File: src/rtl/axi_seq_pkg.sv
// Shared types and constants for the AXI loader request sequencer.
package axi_seq_pkg;

   typedef enum logic [2:0] {
      IDLE,
      FILL,
      GAP,
      START,
      WAIT,
      DONE
   } seq_state_e;

   localparam logic [1:0]  SEQ_MODE_RD       = 2'd0;
   localparam logic [1:0]  SEQ_MODE_WR       = 2'd1;
   localparam logic [1:0]  SEQ_MODE_MIX      = 2'd2;

   localparam logic [15:0] LFSR_TAPS         = 16'hB400;
   localparam logic [15:0] LFSR_DEFAULT_SEED = 16'h0001;
   localparam int          START_TIMEOUT     = 1024;

   // Right-shifting Galois step: the bit shifted out folds back through the taps.
   function automatic logic [15:0] lfsr_next(input logic [15:0] s);
      return s[0] ? ((s >> 1) ^ LFSR_TAPS) : (s >> 1);
   endfunction

endpackage

File: src/rtl/axi_loader_sequencer_if.sv
// Request/start/idle bundle between the sequencer (master) and the AXI loader (slave).
interface axi_loader_sequencer_if #(
   parameter int ID_WIDTH = 5
);
   logic [ID_WIDTH-1:0] id;
   logic                write;
   logic [7:0]          axlen;
   logic                fifo_push;
   logic [7:0]          req_depth;
   logic                start;
   logic                idle;

   modport master (output id, write, axlen, fifo_push, req_depth, start, input idle);
   modport slave  (input id, write, axlen, fifo_push, req_depth, start, output idle);
endinterface

File: src/rtl/seq_lfsr16.sv
// 16-bit Galois LFSR; a zero seed is replaced by the default so the register never locks up.
module seq_lfsr16
   import axi_seq_pkg::*;
(
   input  logic        clk_i,
   input  logic        arstn_i,
   input  logic        load,
   input  logic [15:0] seed,
   input  logic        advance,
   output logic [15:0] state
);

   always_ff @(posedge clk_i or negedge arstn_i) begin
      if (!arstn_i) begin
         state <= LFSR_DEFAULT_SEED;
      end else if (load) begin
         state <= (seed == 16'h0000) ? LFSR_DEFAULT_SEED : seed;
      end else if (advance) begin
         state <= lfsr_next(state);
      end
   end

endmodule

File: src/rtl/axi_loader_sequencer.sv
// Batches pseudo-random AXI requests into the loader FIFO and kicks the loader per batch.
// Optional cycle counter on cycles_o is built only when SEQ_PERF_CNT_EN is defined.
//
// state | meaning
// IDLE  | waiting for cfg_valid_i
// FILL  | one push per cycle until the batch is in the FIFO
// GAP   | one quiet cycle so the last push settles in the FIFO
// START | start held until the loader leaves idle, or timeout
// WAIT  | loader busy; refill or finish when it returns to idle
// DONE  | one-cycle done pulse
module axi_loader_sequencer
   import axi_seq_pkg::*;
#(
   parameter int FIFO_DEPTH   = 32,
   parameter int ID_W_WIDTH   = 5,
   parameter int ID_R_WIDTH   = 5,
   parameter int MAX_ID_WIDTH = (ID_W_WIDTH > ID_R_WIDTH) ? ID_W_WIDTH : ID_R_WIDTH,
   parameter int CNT_WIDTH    = 16
) (
   input  logic                  clk_i,
   input  logic                  arstn_i,
   input  logic                  cfg_valid_i,
   input  logic [CNT_WIDTH-1:0]  num_req_i,
   input  logic [1:0]            mode_i,
   input  logic [15:0]           seed_i,
   input  logic [7:0]            axlen_mask_i,
   input  logic [7:0]            req_depth_cfg_i,
   axi_loader_sequencer_if.master ldr,
   output logic                  busy_o,
   output logic                  done_o,
   output logic [CNT_WIDTH-1:0]  req_sent_o,
   output logic [31:0]           cycles_o
);

   localparam int BATCH_W = $clog2(FIFO_DEPTH + 1);
   localparam int TMR_W   = $clog2(START_TIMEOUT);

   seq_state_e               state;
   logic [1:0]               mode_q;
   logic [7:0]               mask_q;
   logic [CNT_WIDTH-1:0]     num_req_q;
   logic [CNT_WIDTH-1:0]     remaining;
   logic [BATCH_W-1:0]       batch_left;
   logic [TMR_W-1:0]         start_tmr;
   logic [15:0]              lfsr;
   logic [MAX_ID_WIDTH-1:0]  id_q;
   logic                     write_q;
   logic [7:0]               axlen_q;
   logic                     push_q;
   logic                     start_q;
   logic [7:0]               req_depth_q;
   logic [CNT_WIDTH-1:0]     batch_src;
   logic [BATCH_W-1:0]       batch_init;
   logic                     write_next;
   logic                     cfg_accept;
   logic                     unused_lfsr_bits;

   assign cfg_accept       = (state == IDLE) && cfg_valid_i;
   assign unused_lfsr_bits = ^lfsr;

   seq_lfsr16 u_lfsr (
      .clk_i   (clk_i),
      .arstn_i (arstn_i),
      .load    (cfg_accept),
      .seed    (seed_i),
      .advance (state == FILL),
      .state   (lfsr)
   );

   // Batch size is taken from the raw config when starting, from the residue when refilling.
   always_comb begin
      batch_src  = (state == IDLE) ? num_req_i : remaining;
      batch_init = (batch_src > CNT_WIDTH'(FIFO_DEPTH)) ? BATCH_W'(FIFO_DEPTH)
                                                         : batch_src[BATCH_W-1:0];
      case (mode_q)
         SEQ_MODE_RD: write_next = 1'b0;
         SEQ_MODE_WR: write_next = 1'b1;
         default:     write_next = lfsr[7];
      endcase
   end

   always_ff @(posedge clk_i or negedge arstn_i) begin
      if (!arstn_i) begin
         state       <= IDLE;
         mode_q      <= '0;
         mask_q      <= '0;
         num_req_q   <= '0;
         remaining   <= '0;
         batch_left  <= '0;
         start_tmr   <= '0;
         id_q        <= '0;
         write_q     <= 1'b0;
         axlen_q     <= '0;
         push_q      <= 1'b0;
         start_q     <= 1'b0;
         done_o      <= 1'b0;
         req_sent_o  <= '0;
         req_depth_q <= '0;
      end else begin
         push_q      <= 1'b0;
         done_o      <= 1'b0;
         req_depth_q <= req_depth_cfg_i;
         case (state)
            IDLE: begin
               if (cfg_valid_i) begin
                  mode_q     <= mode_i;
                  mask_q     <= axlen_mask_i;
                  num_req_q  <= num_req_i;
                  remaining  <= num_req_i;
                  req_sent_o <= '0;
                  batch_left <= batch_init;
                  if (num_req_i == '0) begin
                     state  <= DONE;
                     done_o <= 1'b1;
                  end else begin
                     state <= FILL;
                  end
               end
            end
            FILL: begin
               push_q     <= 1'b1;
               id_q       <= lfsr[MAX_ID_WIDTH-1:0];
               axlen_q    <= lfsr[15:8] & mask_q;
               write_q    <= write_next;
               remaining  <= remaining - 1'b1;
               batch_left <= batch_left - 1'b1;
               if (req_sent_o != num_req_q) req_sent_o <= req_sent_o + 1'b1;
               if (batch_left == BATCH_W'(1)) state <= GAP;
            end
            GAP: begin
               state     <= START;
               start_q   <= 1'b1;
               start_tmr <= TMR_W'(START_TIMEOUT - 1);
            end
            START: begin
               if (!ldr.idle) begin
                  state   <= WAIT;
                  start_q <= 1'b0;
               end else if (start_tmr == '0) begin
                  // Loader never responded: give up rather than hang the run.
                  state   <= DONE;
                  start_q <= 1'b0;
                  done_o  <= 1'b1;
               end else begin
                  start_tmr <= start_tmr - 1'b1;
               end
            end
            WAIT: begin
               if (ldr.idle) begin
                  if (remaining != '0) begin
                     state      <= FILL;
                     batch_left <= batch_init;
                  end else begin
                     state  <= DONE;
                     done_o <= 1'b1;
                  end
               end
            end
            default: state <= IDLE;
         endcase
      end
   end

   assign busy_o        = (state != IDLE);
   assign ldr.id        = id_q;
   assign ldr.write     = write_q;
   assign ldr.axlen     = axlen_q;
   assign ldr.fifo_push = push_q;
   assign ldr.start     = start_q;
   assign ldr.req_depth = req_depth_q;

`ifdef SEQ_PERF_CNT_EN
   logic [31:0] cycles_q;

   always_ff @(posedge clk_i or negedge arstn_i) begin
      if (!arstn_i) begin
         cycles_q <= '0;
      end else if (cfg_accept) begin
         cycles_q <= '0;
      end else if (state != IDLE && cycles_q != 32'hFFFF_FFFF) begin
         cycles_q <= cycles_q + 1'b1;
      end
   end

   assign cycles_o = cycles_q;
`else
   assign cycles_o = '0;
`endif

endmodule

File: src/flat_wrapper.sv
// flat-port wrapper written by rule: the top's interface ports become plain ports
module axi_loader_sequencer_flat import axi_seq_pkg::*;
#(
   parameter int FIFO_DEPTH   = 32,
   parameter int ID_W_WIDTH   = 5,
   parameter int ID_R_WIDTH   = 5,
   parameter int MAX_ID_WIDTH = (ID_W_WIDTH > ID_R_WIDTH) ? ID_W_WIDTH : ID_R_WIDTH,
   parameter int CNT_WIDTH    = 16
)
  (clk_i, arstn_i, cfg_valid_i, num_req_i, mode_i, seed_i, axlen_mask_i, req_depth_cfg_i, busy_o, done_o, req_sent_o, cycles_o, ldr_id, ldr_write, ldr_axlen, ldr_fifo_push, ldr_req_depth, ldr_start, ldr_idle);
  axi_loader_sequencer_if #(.ID_WIDTH((5))) ldr_i ();
  input  logic clk_i;
  input  logic arstn_i;
  input  logic cfg_valid_i;
  input  logic [CNT_WIDTH-1:0] num_req_i;
  input  logic [1:0] mode_i;
  input  logic [15:0] seed_i;
  input  logic [7:0] axlen_mask_i;
  input  logic [7:0] req_depth_cfg_i;
  output logic busy_o;
  output logic done_o;
  output logic [CNT_WIDTH-1:0] req_sent_o;
  output logic [31:0] cycles_o;
  output wire logic [$bits(ldr_i.id)-1:0] ldr_id;
  output wire logic [$bits(ldr_i.write)-1:0] ldr_write;
  output wire logic [$bits(ldr_i.axlen)-1:0] ldr_axlen;
  output wire logic [$bits(ldr_i.fifo_push)-1:0] ldr_fifo_push;
  output wire logic [$bits(ldr_i.req_depth)-1:0] ldr_req_depth;
  output wire logic [$bits(ldr_i.start)-1:0] ldr_start;
  input wire logic [$bits(ldr_i.idle)-1:0] ldr_idle;
  assign ldr_id = ldr_i.id;
  assign ldr_write = ldr_i.write;
  assign ldr_axlen = ldr_i.axlen;
  assign ldr_fifo_push = ldr_i.fifo_push;
  assign ldr_req_depth = ldr_i.req_depth;
  assign ldr_start = ldr_i.start;
  assign ldr_i.idle = ldr_idle;
  axi_loader_sequencer #(.FIFO_DEPTH(FIFO_DEPTH), .ID_W_WIDTH(ID_W_WIDTH), .ID_R_WIDTH(ID_R_WIDTH), .MAX_ID_WIDTH(MAX_ID_WIDTH), .CNT_WIDTH(CNT_WIDTH)) u_core (.clk_i(clk_i), .arstn_i(arstn_i), .cfg_valid_i(cfg_valid_i), .num_req_i(num_req_i), .mode_i(mode_i), .seed_i(seed_i), .axlen_mask_i(axlen_mask_i), .req_depth_cfg_i(req_depth_cfg_i), .ldr(ldr_i), .busy_o(busy_o), .done_o(done_o), .req_sent_o(req_sent_o), .cycles_o(cycles_o));
endmodule
File: config.mk
export PLATFORM = sky130hd
export DESIGN_NAME = axi_loader_sequencer_flat
export DESIGN_NICKNAME = d
export VERILOG_FILES = /design/src/rtl/axi_seq_pkg.sv /design/src/rtl/axi_loader_sequencer_if.sv /design/src/rtl/seq_lfsr16.sv /design/src/rtl/axi_loader_sequencer.sv /design/src/flat_wrapper.sv
export SDC_FILE = /design/constraint.sdc
export NUM_CORES = 1
export LEC_CHECK = 0
export BUFFER_PORTS_ARGS = -buffer_cell sky130_fd_sc_hd__buf_2
export CAP_MARGIN = 20
export CELL_PAD_IN_SITES_DETAIL_PLACEMENT = 0
export CELL_PAD_IN_SITES_GLOBAL_PLACEMENT = 1
export CORE_MARGIN = 2
export CORE_UTILIZATION = 40
export CTS_CLUSTER_SIZE = 12
export DETAILED_ROUTE_END_ITERATION = 8
export PLACE_DENSITY_LB_ADDON = 0.1
export SYNTH_ARGS = -nofsm -noshare
export SYNTH_HDL_FRONTEND = slang
export SYNTH_HIERARCHICAL = 1
export SYNTH_SLANG_ARGS = --single-unit
File: constraint.sdc
create_clock -name clk_i -period 3.14 [get_ports clk_i]
set_input_delay 0.314 -clock clk_i [delete_from_list [all_inputs] [get_ports clk_i]]
set_output_delay 0.314 -clock clk_i [all_outputs]
set_load 0.05 [all_outputs]
==> results.toml <==
[drt]
met2_length_mm = 7.45
avgRoutedWirePerCell_um = 16.2
routed.top_layer = "met4"
routedLengthMet1_mm = 7.43
wl_met3_um = 656
drt-pass1-iter-count = 5
drtAntennaViolNets = 0
wirelength_mm = 15.7
vias = 5143
drc_errors = 0
avgViaCountPerCell = 5.32
drt_iter0_markers = 311

[setup_path]
crit_fanout = 13
endpoint_kind = "output port"
worstPathArrival_ps = 2060
worstSetupPathType = "reg -> out"
required_ps = 2830
start_kind = "flip-flop"
critical_path.startpoint = "u_core/state[0]"
timing.rr.start = "u_core/remaining[0]"

[yosys]
synth_top_cell_by_area = "dfrtp_1"
synth_area_um2 = 6160
ys_ff_latch = 118
synth.most_common_cell = "nand2_1"
ys_warn_count = 6
synth-edff-count = 0
synth_fa_ha_area_share_pct = 1.02
async_reset_ff_share_pct = 100
synth_top_area_share_pct = 47.5
synth_compound_area_share_pct = 12.2
synth-simple-area-share_pct = 24.0
synth.area.mux_share_pct = 3.74
synth_common_cells = "nand2_1 (159), dfrtp_1 (117), buf_4 (32)"
syn_inst = 667
yosys_most_used_dff = "dfrtp_1"
ys_types = 75
ys_seq_area_share_pct = 48.0
synth_top_family_by_area = "simple AND/OR/NAND/NOR gates"
synth.avg_cell_area_um2 = 9.23
synth_xor_area_share_pct = 3.55
synth_area_leaders = "dfrtp_1 (48%), nand2_1 (9.7%), buf_4 (3.9%), mux2i_1 (3.7%), xnor2_1 (3.0%)"

[clock_network]
cts_buffers = 17
cts-root-buf = "clkbuf_16"
cts_resized = 0
h-tree-depth = 4
postCtsSetupBuffers = 0
clock_latency_ps = 420
max-clock-path-buffers = 2
path_clk_slew_ps = 60
cts_sinks = 118
cts_tree = "built"

[layout]
area_delta_synth_final_pct = 19.9
nets = 825
utilization_pct = 48.8
antenna_cells = 0
fillers = 1453
stdcell_area_um2 = 7380
fin_cells = 967
drive_above_1_share_pct = 19.9

[pwr]
p_leak_nw = 3.41
vdd_drop_max_mv = 0.516
power_density_nw_per_um2 = 1020

[job]
drv_cap = 0

[timing]
fin_crit_sh_pct = 75.5
skew_ps = 10.3
whs_ps = -19.8
drv_slew = 0
tns_ps = 0
setup_viol = 0
period_needed_ps = 2370
grt_setup_unrepaired = "false"
relSlewSlack_pct = 46.0
hold_violations = 22
clock.fmax_ghz = 0.422
worst_pin_slew_ps = 810

[floorplan]
die_x_um = 128
coreArea_um2 = 15100
num_io_pins = 128
start_util_pct = 40.7
rows = 45
dieHeight_um = 128
die_area_um2 = 16400

[placed_design]
placed_cells = 927
gp_congestion = 0.858
dp_hpwl_mm = 10.9
place_area_um2 = 6680
portBuffers = 95

[global_route]
grt_pass1_wl_mm = 25.8
grt_overflow = 0
grt_pass1_vias = 5019
grt_antenna_before_repair = 0
grt_max_degree = 72
track_usage_pct = 20.1

[outcome]
outcome = "finished with violations"
violations = "negative hold slack"

[hold_path]
hp-class = "in -> async"
==> what timing repair did <==
action | 4_1_cts | 5_1_grt
setup endpoints to repair | 0 | 0
endpoints found under the hold margin | 8 | 0
hold buffers | 8 | 0
==> cells by family (layout without fill, tap and decap cells) <==
family | Yosys count | in the layout
simple gates | 302 | 302
flops | 118 | 118
compound gates | 114 | 114
buf+inv | 79 | 160
xor+xnor | 25 | 25
mux | 23 | 23
fa+ha+maj | 5 | 5
other cells | 1 | 32
==> layout by cell type (no fill, tap or decap), types with 13 or more instances in the layout <==
| cell type | netlist | final |
|---|---|---|
| o21ai_0 | 31 | 31 |
| nand3_1 | 25 | 25 |
| clkbuf_16 | 0 | 17 |
| buf_2 | 9 | 94 |
| conb_1 | 1 | 32 |
| nor2_1 | 26 | 26 |
| nor3_1 | 13 | 13 |
| mux2i_1 | 23 | 23 |
| dfrtp_1 | 117 | 117 |
| inv_1 | 15 | 15 |
| nand2_1 | 159 | 159 |
| a21oi_1 | 19 | 19 |
| xnor2_1 | 21 | 21 |
==> cell type report <==
class | instances | area [um^2] | area share (%)
flip-flops and latches | 118 | 2950 | 40.0
multi-input cells | 501 | 2870 | 38.8
repair buffers | 111 | 643 | 8.71
clock buffers | 20 | 447 | 6.05
well taps | 188 | 235 | 3.19
clock inverters | 12 | 176 | 2.39
inverters | 17 | 63.8 | 0.864
==> critical path: stages, from the launching register on <==
cell	delay (ps)
dfrtp_1	500
nor3_1	590
inv_1	270
buf_2	290
==> per-layer routing <==
metal / GRT usage, % / up-vias
li1: - / 2473
met1: 27.6 / 2526
met2: 31.8 / 129
met3: 4.84 / 15
met4: 6.01 / 0
met5: 0 / -
==> where the power goes <==
group	switching [mW]	internal (mW)	leakage [nW]	total (mW)
logic	1.89	0.986	1.66	2.88
registers	0.506	2.07	1.45	2.58
clock network	0.705	1.35	0.300	2.05
total	3.10	4.40	3.41	7.51
==> stage by stage <==
step | power, mW | worst slack [ps]
2_1_floorplan | 4.78 | 945
3_3_place_gp | 5.40 | 912
3_5_place_dp | 5.47 | 852
4_1_cts | 7.58 | 695
5_1_grt | 8.01 | 558
6_report | 7.51 | 768
==> flip-flops by register name, indices dropped and copies added (netlist names) <==
name and count:
u_core/num_req_q 16, u_core/mask_q 8, u_core/start_tmr 10, u_core/req_sent_o 16, u_core/u_lfsr/state 16, u_core/ldr.write 1, u_core/ldr.req_depth 8, u_core/ldr.id 5
u_core/state 3, u_core/ldr.fifo_push 1, u_core/done_o 1, u_core/ldr.axlen 8, u_core/batch_left 6, u_core/mode_q 2, u_core/remaining 16, u_core/ldr.start 1
==> path summary, 6_finish.rpt <==
check / to / slack (ps) / cells after the start
setup / recovery: busy_o / 770 / 3
hold / removal: u_core/num_req_q[9] / -20 / 1
setup reg to reg: u_core/batch_left[3] / 800 / 7
hold reg to reg: u_core/ldr.axlen[6] / 460 / 2
max in group asynchronous: u_core/u_lfsr/state[0] / 2310 / 2
min in group clk_i: u_core/mask_q[7] / 80 / 3
Note: power is estimated with default switching activity, not from simulation.
